**config.mk**
```make
export PLATFORM = sky130hd
export DESIGN_NAME = loadstore_queue
export DESIGN_NICKNAME = d
export VERILOG_FILES = /design/src/rtl/loadstore_queue.sv
export SDC_FILE = /design/constraint.sdc
export NUM_CORES = 1
export LEC_CHECK = 0
export ABC_AREA = 1
export CORE_AREA = 2 2 210 212
export CTS_BUF_LIST = sky130_fd_sc_hd__clkbuf_2 sky130_fd_sc_hd__clkbuf_4 sky130_fd_sc_hd__clkbuf_8
export DETAILED_ROUTE_END_ITERATION = 6
export DIE_AREA = 0 0 212 214
export PLACE_DENSITY = 0.8
export SYNTH_ARGS = -nofsm -noshare
export SYNTH_HDL_FRONTEND = slang
export SYNTH_SLANG_ARGS = --single-unit
```
**constraint.sdc**
```tcl
create_clock -name clk -period 6.6 [get_ports clk]
set_input_delay 1.32 -clock clk [delete_from_list [all_inputs] [get_ports clk]]
set_output_delay 1.32 -clock clk [all_outputs]
set_load 0.02 [all_outputs]
```
**src/rtl/loadstore_queue.sv**
```systemverilog
// loadstore_queue: in-order load/store unit between the execute stage and a
// simple memory port.
//
// Request side : i_req_valid/o_req_ready, i_is_store, i_funct3, i_imm,
//                i_op0 (base), i_op1 (store data), i_rd (load tag).
// Memory side  : o_mem_valid/i_mem_ready, o_mem_cmd, o_mem_addr, o_mem_be,
//                o_mem_data; in-order responses i_mem_rvalid/i_mem_rdata.
// Writeback    : o_ld_valid, o_ld_data, o_ld_rd.
// Exception    : o_misalign, o_misalign_addr (one-cycle pulse).
//
// Handshakes: a transfer happens on a rising edge where valid && ready are
// both high. A valid source holds its payload until the transfer happens,
// and ready never depends on valid. i_mem_rvalid has no back-pressure.
//
// Requests are computed (address, byte enables, lane-aligned data) on
// acceptance and stored in a request FIFO. Issued loads are remembered in a
// pending-load FIFO so each response can be shifted and extended for its
// own size and offset.
module loadstore_queue #(
  parameter int DEPTH = 4,
  parameter int RDW   = 5
) (
  input  logic           clk,
  input  logic           aresetn,
  input  logic           i_req_valid,
  output logic           o_req_ready,
  input  logic           i_is_store,
  input  logic [2:0]     i_funct3,
  input  logic [11:0]    i_imm,
  input  logic [31:0]    i_op0,
  input  logic [31:0]    i_op1,
  input  logic [RDW-1:0] i_rd,
  output logic           o_mem_valid,
  input  logic           i_mem_ready,
  output logic           o_mem_cmd,
  output logic [31:0]    o_mem_addr,
  output logic [3:0]     o_mem_be,
  output logic [31:0]    o_mem_data,
  input  logic           i_mem_rvalid,
  input  logic [31:0]    i_mem_rdata,
  output logic           o_ld_valid,
  output logic [31:0]    o_ld_data,
  output logic [RDW-1:0] o_ld_rd,
  output logic           o_misalign,
  output logic [31:0]    o_misalign_addr
);
  localparam int AW = (DEPTH > 1) ? $clog2(DEPTH) : 1;
  localparam int CW = AW + 1;
  localparam logic [CW-1:0] FULL_CNT = CW'(DEPTH);

  // ---------------- request decode ----------------
  logic [31:0] addr;
  logic [1:0]  off;
  logic [3:0]  be;
  logic [31:0] sdata;
  logic        misaligned;
  logic        accept;

  assign addr = i_op0 + {{20{i_imm[11]}}, i_imm};
  assign off  = addr[1:0];

  // funct3[1:0] == 3 falls into the WORD branch.
  always_comb begin
    be         = 4'b1111;
    sdata      = i_op1;
    misaligned = 1'b0;
    case (i_funct3[1:0])
      2'd0: begin
        be    = 4'b0001 << off;
        sdata = {24'b0, i_op1[7:0]} << {off, 3'b000};
      end
      2'd1: begin
        be         = 4'b0011 << off;
        sdata      = {16'b0, i_op1[15:0]} << {off, 3'b000};
        misaligned = off[0];
      end
      default: misaligned = (off != 2'b00);
    endcase
    if (!i_is_store) sdata = '0;
  end

  // ---------------- request FIFO ----------------
  logic           rq_cmd  [DEPTH];
  logic [31:0]    rq_addr [DEPTH];
  logic [3:0]     rq_be   [DEPTH];
  logic [31:0]    rq_data [DEPTH];
  logic [2:0]     rq_f3   [DEPTH];
  logic [RDW-1:0] rq_rd   [DEPTH];
  logic [AW-1:0]  rq_head, rq_tail;
  logic [CW-1:0]  rq_cnt;
  logic           rq_empty, rq_full, rq_push;

  // ---------------- pending-load FIFO ----------------
  logic [2:0]     pl_f3  [DEPTH];
  logic [1:0]     pl_off [DEPTH];
  logic [RDW-1:0] pl_rd  [DEPTH];
  logic [AW-1:0]  pl_head, pl_tail;
  logic [CW-1:0]  pl_cnt;
  logic           pl_empty, pl_full, pl_push, pl_pop;

  logic           head_cmd, mem_fire;

  assign rq_empty = (rq_cnt == '0);
  assign rq_full  = (rq_cnt == FULL_CNT);
  assign pl_empty = (pl_cnt == '0);
  assign pl_full  = (pl_cnt == FULL_CNT);

  // Ready is forced low while reset is asserted.
  assign o_req_ready = aresetn && !rq_full;
  assign accept      = i_req_valid && o_req_ready;
  assign rq_push     = accept && !misaligned;

  assign head_cmd    = rq_cmd[rq_head];
  // A load may only issue if there is room to remember it.
  assign o_mem_valid = !rq_empty && (head_cmd || !pl_full);
  assign o_mem_cmd   = !rq_empty && head_cmd;
  assign o_mem_addr  = rq_empty ? 32'h0 : rq_addr[rq_head];
  assign o_mem_be    = rq_empty ? 4'h0  : rq_be[rq_head];
  assign o_mem_data  = rq_empty ? 32'h0 : rq_data[rq_head];

  assign mem_fire = o_mem_valid && i_mem_ready;
  assign pl_push  = mem_fire && !head_cmd;
  assign pl_pop   = i_mem_rvalid && !pl_empty;

  // ---------------- load formatting ----------------
  logic [15:0] ld_low;
  logic [31:0] ld_fmt;
  logic [2:0]  ld_f3;

  always_comb begin
    ld_f3  = pl_f3[pl_head];
    ld_low = 16'(i_mem_rdata >> {pl_off[pl_head], 3'b000});
    ld_fmt = i_mem_rdata;
    case (ld_f3[1:0])
      2'd0: ld_fmt = ld_f3[2] ? {24'b0, ld_low[7:0]} : {{24{ld_low[7]}}, ld_low[7:0]};
      2'd1: ld_fmt = ld_f3[2] ? {16'b0, ld_low} : {{16{ld_low[15]}}, ld_low};
      default: ld_fmt = i_mem_rdata;
    endcase
  end

  // ---------------- storage (no reset needed, guarded by counters) ----------------
  always_ff @(posedge clk) begin
    if (rq_push) begin
      rq_cmd[rq_tail]  <= i_is_store;
      rq_addr[rq_tail] <= addr;
      rq_be[rq_tail]   <= be;
      rq_data[rq_tail] <= sdata;
      rq_f3[rq_tail]   <= i_funct3;
      rq_rd[rq_tail]   <= i_rd;
    end
    if (pl_push) begin
      pl_f3[pl_tail]  <= rq_f3[rq_head];
      pl_off[pl_tail] <= rq_addr[rq_head][1:0];
      pl_rd[pl_tail]  <= rq_rd[rq_head];
    end
  end

  // ---------------- control and registered outputs ----------------
  always_ff @(posedge clk or negedge aresetn) begin
    if (!aresetn) begin
      rq_head         <= '0;
      rq_tail         <= '0;
      rq_cnt          <= '0;
      pl_head         <= '0;
      pl_tail         <= '0;
      pl_cnt          <= '0;
      o_ld_valid      <= 1'b0;
      o_ld_data       <= '0;
      o_ld_rd         <= '0;
      o_misalign      <= 1'b0;
      o_misalign_addr <= '0;
    end else begin
      if (rq_push)  rq_tail <= rq_tail + 1'b1;
      if (mem_fire) rq_head <= rq_head + 1'b1;
      rq_cnt <= rq_cnt + CW'(rq_push) - CW'(mem_fire);

      if (pl_push) pl_tail <= pl_tail + 1'b1;
      if (pl_pop)  pl_head <= pl_head + 1'b1;
      pl_cnt <= pl_cnt + CW'(pl_push) - CW'(pl_pop);

      o_ld_valid <= pl_pop;
      if (pl_pop) begin
        o_ld_data <= ld_fmt;
        o_ld_rd   <= pl_rd[pl_head];
      end

      o_misalign <= accept && misaligned;
      if (accept && misaligned) o_misalign_addr <= addr;
    end
  end
endmodule
```
==> out/results.ini <==
[run_status]
status=complete, but fails checks
violations=design-rule violations

[route]
first_iter_violations=1670
wl_um=56100
wl_met2_um=27800
drc=2
wl_per_cell_um=17.8
drt-met1-wl_um=22300
vias=16751
vias_per_cell=5.31
ant_nets=0
firstDrtPassIters=7
top_layer=met5
routed-wl-met3_um=4180

[synth]
yosysUniqueCellTypes=40
synth_nets=2424
synth_cells=2256
async_flop_share=0.196
ys_ff_latch=433
synth_edf_count=348
yosysWarnings=0
ys_seq_area_frac=0.601
synthTopCellsByArea=edfxtp_1, dfrtp_1, nand2_1, nor2_1, o21ai_0
yosys.area.top_type_share=0.499
syn_area_per_cell_um2=9.28
synth_top_area_cell=edfxtp_1
synth_top_flop_cell=edfxtp_1
synth_area_mm2=0.0209

[grt]
globalRouteTotalUtil=0.246
grt_pass1_vias=16456
overflow=0
grt_start_max_net_pins=90
grt_first_pass_wirelength_um=87200
antenna_found_initial=2

[placement]
place_area_mm2=0.0241
dp_hpwl_um=37900
io_buffers=263
gp_congestion=0.967

[worst_setup_path]
regToRegEndpoint=pl_cnt[2]
end_kind=output port
timing.rr.start=rq_head[0]
cp.arrival_ns=3.86
ff2ff_path_depth=13
worstSetupPathType=reg -> out
cp-start-kind=register
r2r_slack_ns=2.23
required_ns=5.28
crit_fanout=89

[timing]
slew_violations=0
skew_ns=0.0256
period_needed_ns=5.18
rsz0062_at_grt=false
hold_viol_final=0
relSlewSlack=0.315
worst_slew_pin_slew_ns=1.02
fin_tns_setup_ns=0
post-route-period-util=0.785
max_freq_mhz=193
setup_viol=0

[power_and_ir_drop]
power_density_mw_per_mm2=444
pwr-share-clk=0.215
p_leak_uw=0.0105
vdd.ir_drop.worst_uv=203
p_int_uw=6780
p_seq_frac=0.335
switching_share=0.404
p_switching_uw=4590
combPwrFrac=0.451

[clock_network]
post-cts-setup-buffers=0
hold_buffers=0
cts_resized=0
clk_path_buf_depth=3
clk_pin_slew_ns=0.05
root_buffer=clkbuf_8
cts_sinks=433
numCtsBuffers=71
cts_tree=done
clock_latency_ns=0.61
cts.htree.levels=3

[hold_path]
hp-class=reg -> reg
min-delay-start=o_ld_data[0]
hold_end=o_ld_data[0]
holdPathStages=2

[floorplan]
die_area_mm2=0.0454
initial_utilization=0.488
die_height_um=214
pin_count=264
core_area_mm2=0.0429
std_cell_rows=76
die_w_um=212

[layout]
drive_above_1_share=0.0786
final_common_cell=nand2_1
final_util=0.597
area_growth_pct=22.3
most-common-layout-cells=nand2_1, nor2_1, edfxtp_1
design_area_mm2=0.0256
nNetsFinal=2683

[run]
drv_cap=0

## registers in the layout, indices dropped and copies added (netlist names)
signal           count
o_ld_data           32
pl_off               8
rq_data            128
rq_cnt               3
pl_tail              2
pl_f3               12
rq_head              2
rq_addr            128
rq_f3               12
o_misalign_addr     32
pl_cnt               3
rq_tail              2
o_ld_rd              5
o_misalign           1
o_ld_valid           1
pl_rd               20
rq_rd               20
pl_head              2
rq_be               16
rq_cmd               4
## worst max-delay path by stage
stage	startpoint	to	slack, ns	depth (start not counted)
6_report	rq_head[0]	o_mem_valid	1.42	6
5_1_grt	rq_head[0]	o_mem_valid	1.23	6
4_1_cts	rq_head[0]	o_mem_valid	1.39	6
3_5_place_dp	i_imm[0]	rq_addr[1][12]	1.31	9
3_3_place_gp	i_imm[0]	rq_addr[1][11]	1.42	9
2_1_floorplan	i_imm[0]	rq_addr[0][0]	0.25	7
## final cells by class
type	instances	area [um2]
diodes	1	2.50
clock inverters	23	198
clock buffers	106	1310
well taps	585	732
fillers	3453	17300
multi-input cells	1507	7130
flip-flops and latches	433	12600
repair buffers	281	2820
inverters	221	833
## synth_stat cells (9+ instances only)
cell / n
buf_2: 18
o21ai_0: 199
xor2_1: 18
ha_1: 43
nand4_1: 9
o22ai_1: 16
inv_1: 216
nand2_1: 498
or2_2: 25
nor2_1: 422
nand3_1: 76
buf_1: 19
clkbuf_1: 51
a21oi_1: 117
nand3_2: 10
and2_1: 19
edfxtp_1: 348
dfrtp_1: 85
## critical path, cell delays in order, from the launching register on
cell and delay [ns]:
dfrtp_4 0.90, buf_4 0.86, nand2_1 0.14, nand3_1 0.13, nand2_1 0.13, a21oi_1 0.35, clkdlybuf4s50_1 0.69
## power by group through the flow
stage	clock (uW)	sequential (uW)	combinational (uW)
4_1_cts	2470	3790	5140
6_report	2440	3800	5130
3_5_place_dp	0	3840	5110
5_1_grt	2580	3840	5580
2_1_floorplan	0	3960	2890
3_3_place_gp	0	3830	4980
## per-stage QoR
| step | hold slack (ns) | total power (uW) | instances | worst slack (ns) |
|---|---|---|---|---|
| detailed placement | 0.466 | 8940 | 3027 | 1.31 |
| global placement | 0.476 | 8820 | 3027 | 1.42 |
| finish | 0.485 | 11400 | 3157 | 1.42 |
| floorplan | 0.494 | 6840 | 2256 | 0.247 |
| CTS | 0.490 | 11400 | 3156 | 1.39 |
| global route | 0.501 | 12000 | 3157 | 1.23 |
## cell families (layout without fill, tap and decap cells)
| logic type | Yosys count | after routing | share of synthesized area |
|---|---|---|---|
| flops | 433 | 433 | 0.601 |
| buf+inv | 316 | 631 | 0.0603 |
| fa+ha+maj | 46 | 46 | 0.0286 |
| other cells | 0 | 1 | 0 |
| xor+xnor | 22 | 22 | 0.00920 |
| compound gates | 360 | 360 | 0.0895 |
| simple gates | 1079 | 1079 | 0.212 |
## per-layer routing
layer / global-route usage / up-vias
met5: 0 / -
met4: 0.0993 / 2
met3: 0.0353 / 125
met2: 0.418 / 765
met1: 0.317 / 7891
li1: - / 7968
Power figures use the tool's default switching activity.
